$ cat config.mk
export PLATFORM = sky130hd
export DESIGN_NAME = bcd_updown_counter
export DESIGN_NICKNAME = d
export VERILOG_FILES = /design/src/rtl/bcd_pkg.sv /design/src/rtl/seg7_decode.sv /design/src/rtl/bcd_updown_counter.sv
export SDC_FILE = /design/constraint.sdc
export NUM_CORES = 1
export LEC_CHECK = 0
export BUFFER_PORTS_ARGS = -buffer_cell sky130_fd_sc_hd__clkbuf_2
export CAP_MARGIN = 20
export CORE_MARGIN = 3
export CORE_UTILIZATION = 45
export DETAILED_ROUTE_END_ITERATION = 6
export GPL_TIMING_DRIVEN = 0
export PLACE_DENSITY_LB_ADDON = 0.3
export SYNTH_ARGS = -nofsm -noshare
export SYNTH_HDL_FRONTEND = slang
export SYNTH_SLANG_ARGS = --single-unit
$ cat constraint.sdc
create_clock -name Clock -period 3 [get_ports Clock]
set_clock_uncertainty 0.1 [all_clocks]
set_input_delay 0.9 -clock Clock [delete_from_list [all_inputs] [get_ports Clock]]
set_output_delay 0.9 -clock Clock [all_outputs]
set_load 0.02 [all_outputs]
$ cat src/rtl/bcd_pkg.sv
// Shared BCD digit and seven-segment types for the BCD up/down counter.
package bcd_pkg;

  localparam int unsigned BCD_W = 4;
  localparam int unsigned SEG_W = 7;

  typedef logic [BCD_W-1:0] bcd_t;
  typedef logic [SEG_W-1:0] seg_t;

  localparam bcd_t BCD_MAX  = 4'd9;
  localparam seg_t SEG_ZERO = 7'b1000000;
  localparam seg_t SEG_OFF  = 7'b1111111;

  // Limit a raw nibble to a legal BCD digit
  function automatic bcd_t bcd_clamp(input bcd_t d);
    return (d > BCD_MAX) ? BCD_MAX : d;
  endfunction

endpackage

$ cat src/rtl/seg7_decode.sv
// Active-low seven-segment decoder for one BCD digit (bit0=a .. bit6=g).
module seg7_decode
  import bcd_pkg::*;
(
  input  bcd_t bcd_i,
  output seg_t seg_o
);

  // Glyph lookup; non-decimal codes blank the digit
  always_comb begin
    seg_o = SEG_OFF;
    case (bcd_i)
      4'd0:    seg_o = SEG_ZERO;
      4'd1:    seg_o = 7'b1111001;
      4'd2:    seg_o = 7'b0100100;
      4'd3:    seg_o = 7'b0110000;
      4'd4:    seg_o = 7'b0011001;
      4'd5:    seg_o = 7'b0010010;
      4'd6:    seg_o = 7'b0000010;
      4'd7:    seg_o = 7'b1111000;
      4'd8:    seg_o = 7'b0000000;
      4'd9:    seg_o = 7'b0010000;
      default: seg_o = SEG_OFF;
    endcase
  end

endmodule

$ cat src/rtl/bcd_updown_counter.sv
// Multi-digit BCD up/down counter advanced by a synchronised pushbutton,
// with parallel load, terminal count, wrap pulse and seven-segment outputs.
// Build option: define BCD_COUNTER_SAT_EN to saturate instead of wrapping.
module bcd_updown_counter
  import bcd_pkg::*;
#(
  parameter int unsigned DIGITS = 4
) (
  input  logic                    Clock,
  input  logic                    Reset,
  input  logic                    En,
  input  logic                    Up,
  input  logic                    Step,
  input  logic                    Load,
  input  logic [BCD_W*DIGITS-1:0] LoadVal,
  output logic [BCD_W*DIGITS-1:0] Q,
  output logic [SEG_W*DIGITS-1:0] Hex,
  output logic                    TC,
  output logic                    Wrap
);

`ifdef BCD_COUNTER_SAT_EN
  localparam bit SatEn = 1'b1;
`else
  localparam bit SatEn = 1'b0;
`endif

  logic                   s1_q, s2_q, s3_q;
  bcd_t [DIGITS-1:0]      cnt_q, cnt_d;
  logic                   wrap_q, wrap_d;
  logic                   all_nine, all_zero;
  logic                   count_en;
  logic                   carry;

  // Terminal-count detection over all digits
  always_comb begin
    all_nine = 1'b1;
    all_zero = 1'b1;
    for (int i = 0; i < DIGITS; i++) begin
      if (cnt_q[i] != BCD_MAX) all_nine = 1'b0;
      if (cnt_q[i] != '0)      all_zero = 1'b0;
    end
  end

  assign TC       = Up ? all_nine : all_zero;
  // One count per Step rising edge, dropped when disabled
  assign count_en = s2_q & ~s3_q & En;

  // Next count: load has priority, then a ripple-carry BCD step
  always_comb begin
    cnt_d  = cnt_q;
    wrap_d = 1'b0;
    carry  = 1'b1;
    if (Load) begin
      for (int i = 0; i < DIGITS; i++) begin
        cnt_d[i] = bcd_clamp(LoadVal[i*BCD_W +: BCD_W]);
      end
    end else if (count_en) begin
      wrap_d = TC;
      if (!(SatEn && TC)) begin
        for (int i = 0; i < DIGITS; i++) begin
          if (carry) begin
            if (Up) begin
              if (cnt_q[i] == BCD_MAX) begin
                cnt_d[i] = '0;
              end else begin
                cnt_d[i] = cnt_q[i] + 4'd1;
                carry    = 1'b0;
              end
            end else begin
              if (cnt_q[i] == '0) begin
                cnt_d[i] = BCD_MAX;
              end else begin
                cnt_d[i] = cnt_q[i] - 4'd1;
                carry    = 1'b0;
              end
            end
          end
        end
      end
    end
  end

  // Step synchroniser, count and wrap registers
  always_ff @(posedge Clock) begin
    if (Reset) begin
      s1_q   <= 1'b0;
      s2_q   <= 1'b0;
      s3_q   <= 1'b0;
      cnt_q  <= '0;
      wrap_q <= 1'b0;
    end else begin
      s1_q   <= Step;
      s2_q   <= s1_q;
      s3_q   <= s2_q;
      cnt_q  <= cnt_d;
      wrap_q <= wrap_d;
    end
  end

  assign Q    = cnt_q;
  assign Wrap = wrap_q;

  for (genvar g = 0; g < DIGITS; g++) begin : g_seg
    seg7_decode u_seg (
      .bcd_i (cnt_q[g]),
      .seg_o (Hex[g*SEG_W +: SEG_W])
    );
  end

endmodule

==> impl_metrics.ini <==
[worst_setup_path]
crit_buf_inv = 2
cp_slowest_stage_delay_ns = 0.48
worst_ep_required_time_ns = 3.11
crit_path_end_kind = flop
path_class = input pin to flop
path_delay_family = compound AO/OA/AOI/OAI gates
worstSetupStartpointType = input pin
cp_cell_sequence = clkbuf_8, buf_8, nor3_4, o211ai_4, o41a_1, o31ai_4, nor2_4, ha_1, nand2_1, a22o_1
ff2ff_setup_slack_ns = 0.32
path_max_fanout = 6
cp_slowest_cell = o41a_1
cp_data_arrival_time_ns = 3.04

[sta]
layout_setup_ws_ns = 0.0704
maxSlewHeadroom_pct = 59.2
worstMarginPinSlew_ns = 0.613
max_freq_ghz = 0.341
hold_ws_ns = 0.350
post-route-min-period_ns = 2.93
hold_viol = 0
fin_crit_sh_pct = 97.7
drv_slew = 0
setup_viol = 0

[placement]
hpwl_mm = 5.80
pre_cts_slack_ns = -0.660
io_buffer_count = 67
dp.cells = 542
gp_congestion = 0.832

[power_and_ir_drop]
p_per_area_nw_per_um2 = 399
leakage_uw = 0.00179
irDropWorstVdd_v = 0.000224

[synthesis]
syn_area_um2 = 3210
ys_types = 72
synth_warnings = 0
synth_common_cells = dfxtp_1 (48), nor2_1 (26), o21ai_0 (26)
synth-edff-count = 0
ys_ff_latch = 48
seq_area_frac_synth_pct = 29.9
yosysMostFrequentCell = dfxtp_1
syn_area_per_cell_um2 = 8.47
ys_async_sr_fraction_pct = 0
synth.area.top_cells = dfxtp_1 (30%), ha_1 (7.8%), o21ai_0 (4.1%)
syn-instance-count = 379
syn_nets = 421
ys.flop_type = dfxtp_1
yosys.area.top_type = dfxtp_1
synth_top_area_share_pct = 29.9

[drt]
vias = 3142
dr.pass1.iters = 5
drc_errors = 0
wl_mm = 8.58
drt-initial-drc-count = 195
ant_nets = 0
vias_per_cell = 5.49
avgRoutedWirePerCell_um = 15.0

[die]
die_width_um = 90.5
rows = 30
die_area_um2 = 8180
coreArea_um2 = 6870
die_h_um = 90.5
initial_core_util_pct = 46.7
io_pins = 68

[grt]
antenna_found_initial = 0
grt_pass1_wl_mm = 13.4
overflow = 0
grt_usage_pct = 19.6
grt_max_degree = 20
grt_pass1_vias = 2921

[cts]
clk_path_buf_depth = 2
cts.root.buffer_cell = clkbuf_8
cts-buffers-inserted = 5
h-tree-depth = 2
cts_tree = yes
clk_pin_slew_ns = 0.09
cts.sinks = 48
postCtsHoldBufs = 0
worstSkewPairLatency_ns = 0.31

[cells_and_area]
drive_above_1_share_pct = 37.8
diodes = 0
nFillCells = 596
finalNetCount = 518
finalNonFillerCells = 572
fin_util_pct = 60.6
area_growth_syn_to_layout_pct = 29.7

[status]
outcome = complete, no violations

[flow_run]
maxCapViolCount = 0

[worst_hold_path]
min_path_type = flop to flop
## layer usage
metal  track usage, %  vias up  part of all wire [%]
met5                0        -                     0
met4             7.91        0                   1.6
met3             3.58       15                   5.9
met2             32.6      121                    48
met1             25.0     1455                    44
li1                 -     1551                     -
## what timing repair did
item / 4_1_cts / 5_1_grt
pin swaps: 7 / 21
buffers inserted: 8 / 18
resized for setup: 18 / 41
endpoints found under the setup margin: 25 / 27
## state kept, by name (all words and copies together) (netlist names)
register and cells:
Q 16, Wrap 1, g_seg.u_seg.seg_o 28, s1_q 1, s2_q 1, s3_q 1
## cell families (layout without fill, tap and decap cells)
logic type	after synthesis	in the layout	share of synthesized area, %
simple gates	125	125	23.2
compound gates	117	117	26.1
buf+inv	53	150	8.26
flops	48	48	29.9
fa+ha+maj	20	20	7.79
xor+xnor	8	8	2.18
mux	8	8	2.49
## layout by cell type, fill, tap and decap left out, types with 11 or more instances in the layout
cell type	n
clkbuf_2	67
dfxtp_1	47
o21ai_0	24
buf_4	24
a21oi_1	23
nor2_1	22
inv_1	19
nand2_1	16
ha_1	16
nor2b_1	14
buf_2	11
## stage by stage
step	TNS, ns	area [um^2]	total power (uW)
5_1_grt	-0.199	4160	1750
3_5_place_dp	-12.89	3680	1220
3_3_place_gp	-12.27	3680	1210
4_1_cts	-0.0401	3890	1620
6_report	0	4160	1660
2_1_floorplan	0	3220	1080
## report_power, final
group,internal [uW],leakage (uW),switching (uW)
registers,699,0.000399,25.5
clock network,158,0.0000400,225
logic,218,0.00136,337
## final cells by class
class | instances | area [um^2] | area share (%)
clock buffers | 5 | 68.8 | 1.65
multi-input cells | 278 | 2190 | 52.6
plain buffers | 25 | 155 | 3.73
well taps | 96 | 120 | 2.89
repair buffers | 93 | 561 | 13.5
flip-flops and latches | 48 | 962 | 23.1
inverters | 25 | 95.1 | 2.28
clock inverters | 2 | 12.5 | 0.301
## worst paths after layout
check,start,end,depth (start not counted)
setup / recovery,Up,g_seg[3].u_seg.seg_o[1]$_DFF_P_,10
hold / removal,s1_q$_SDFF_PP0_,s2_q$_SDFF_PP0_,1
setup reg to reg,Q[1]$_SDFFE_PP0N_,g_seg[3].u_seg.seg_o[1]$_DFF_P_,9
hold reg to reg,s1_q$_SDFF_PP0_,s2_q$_SDFF_PP0_,1
Power figures use the tool's default switching activity.
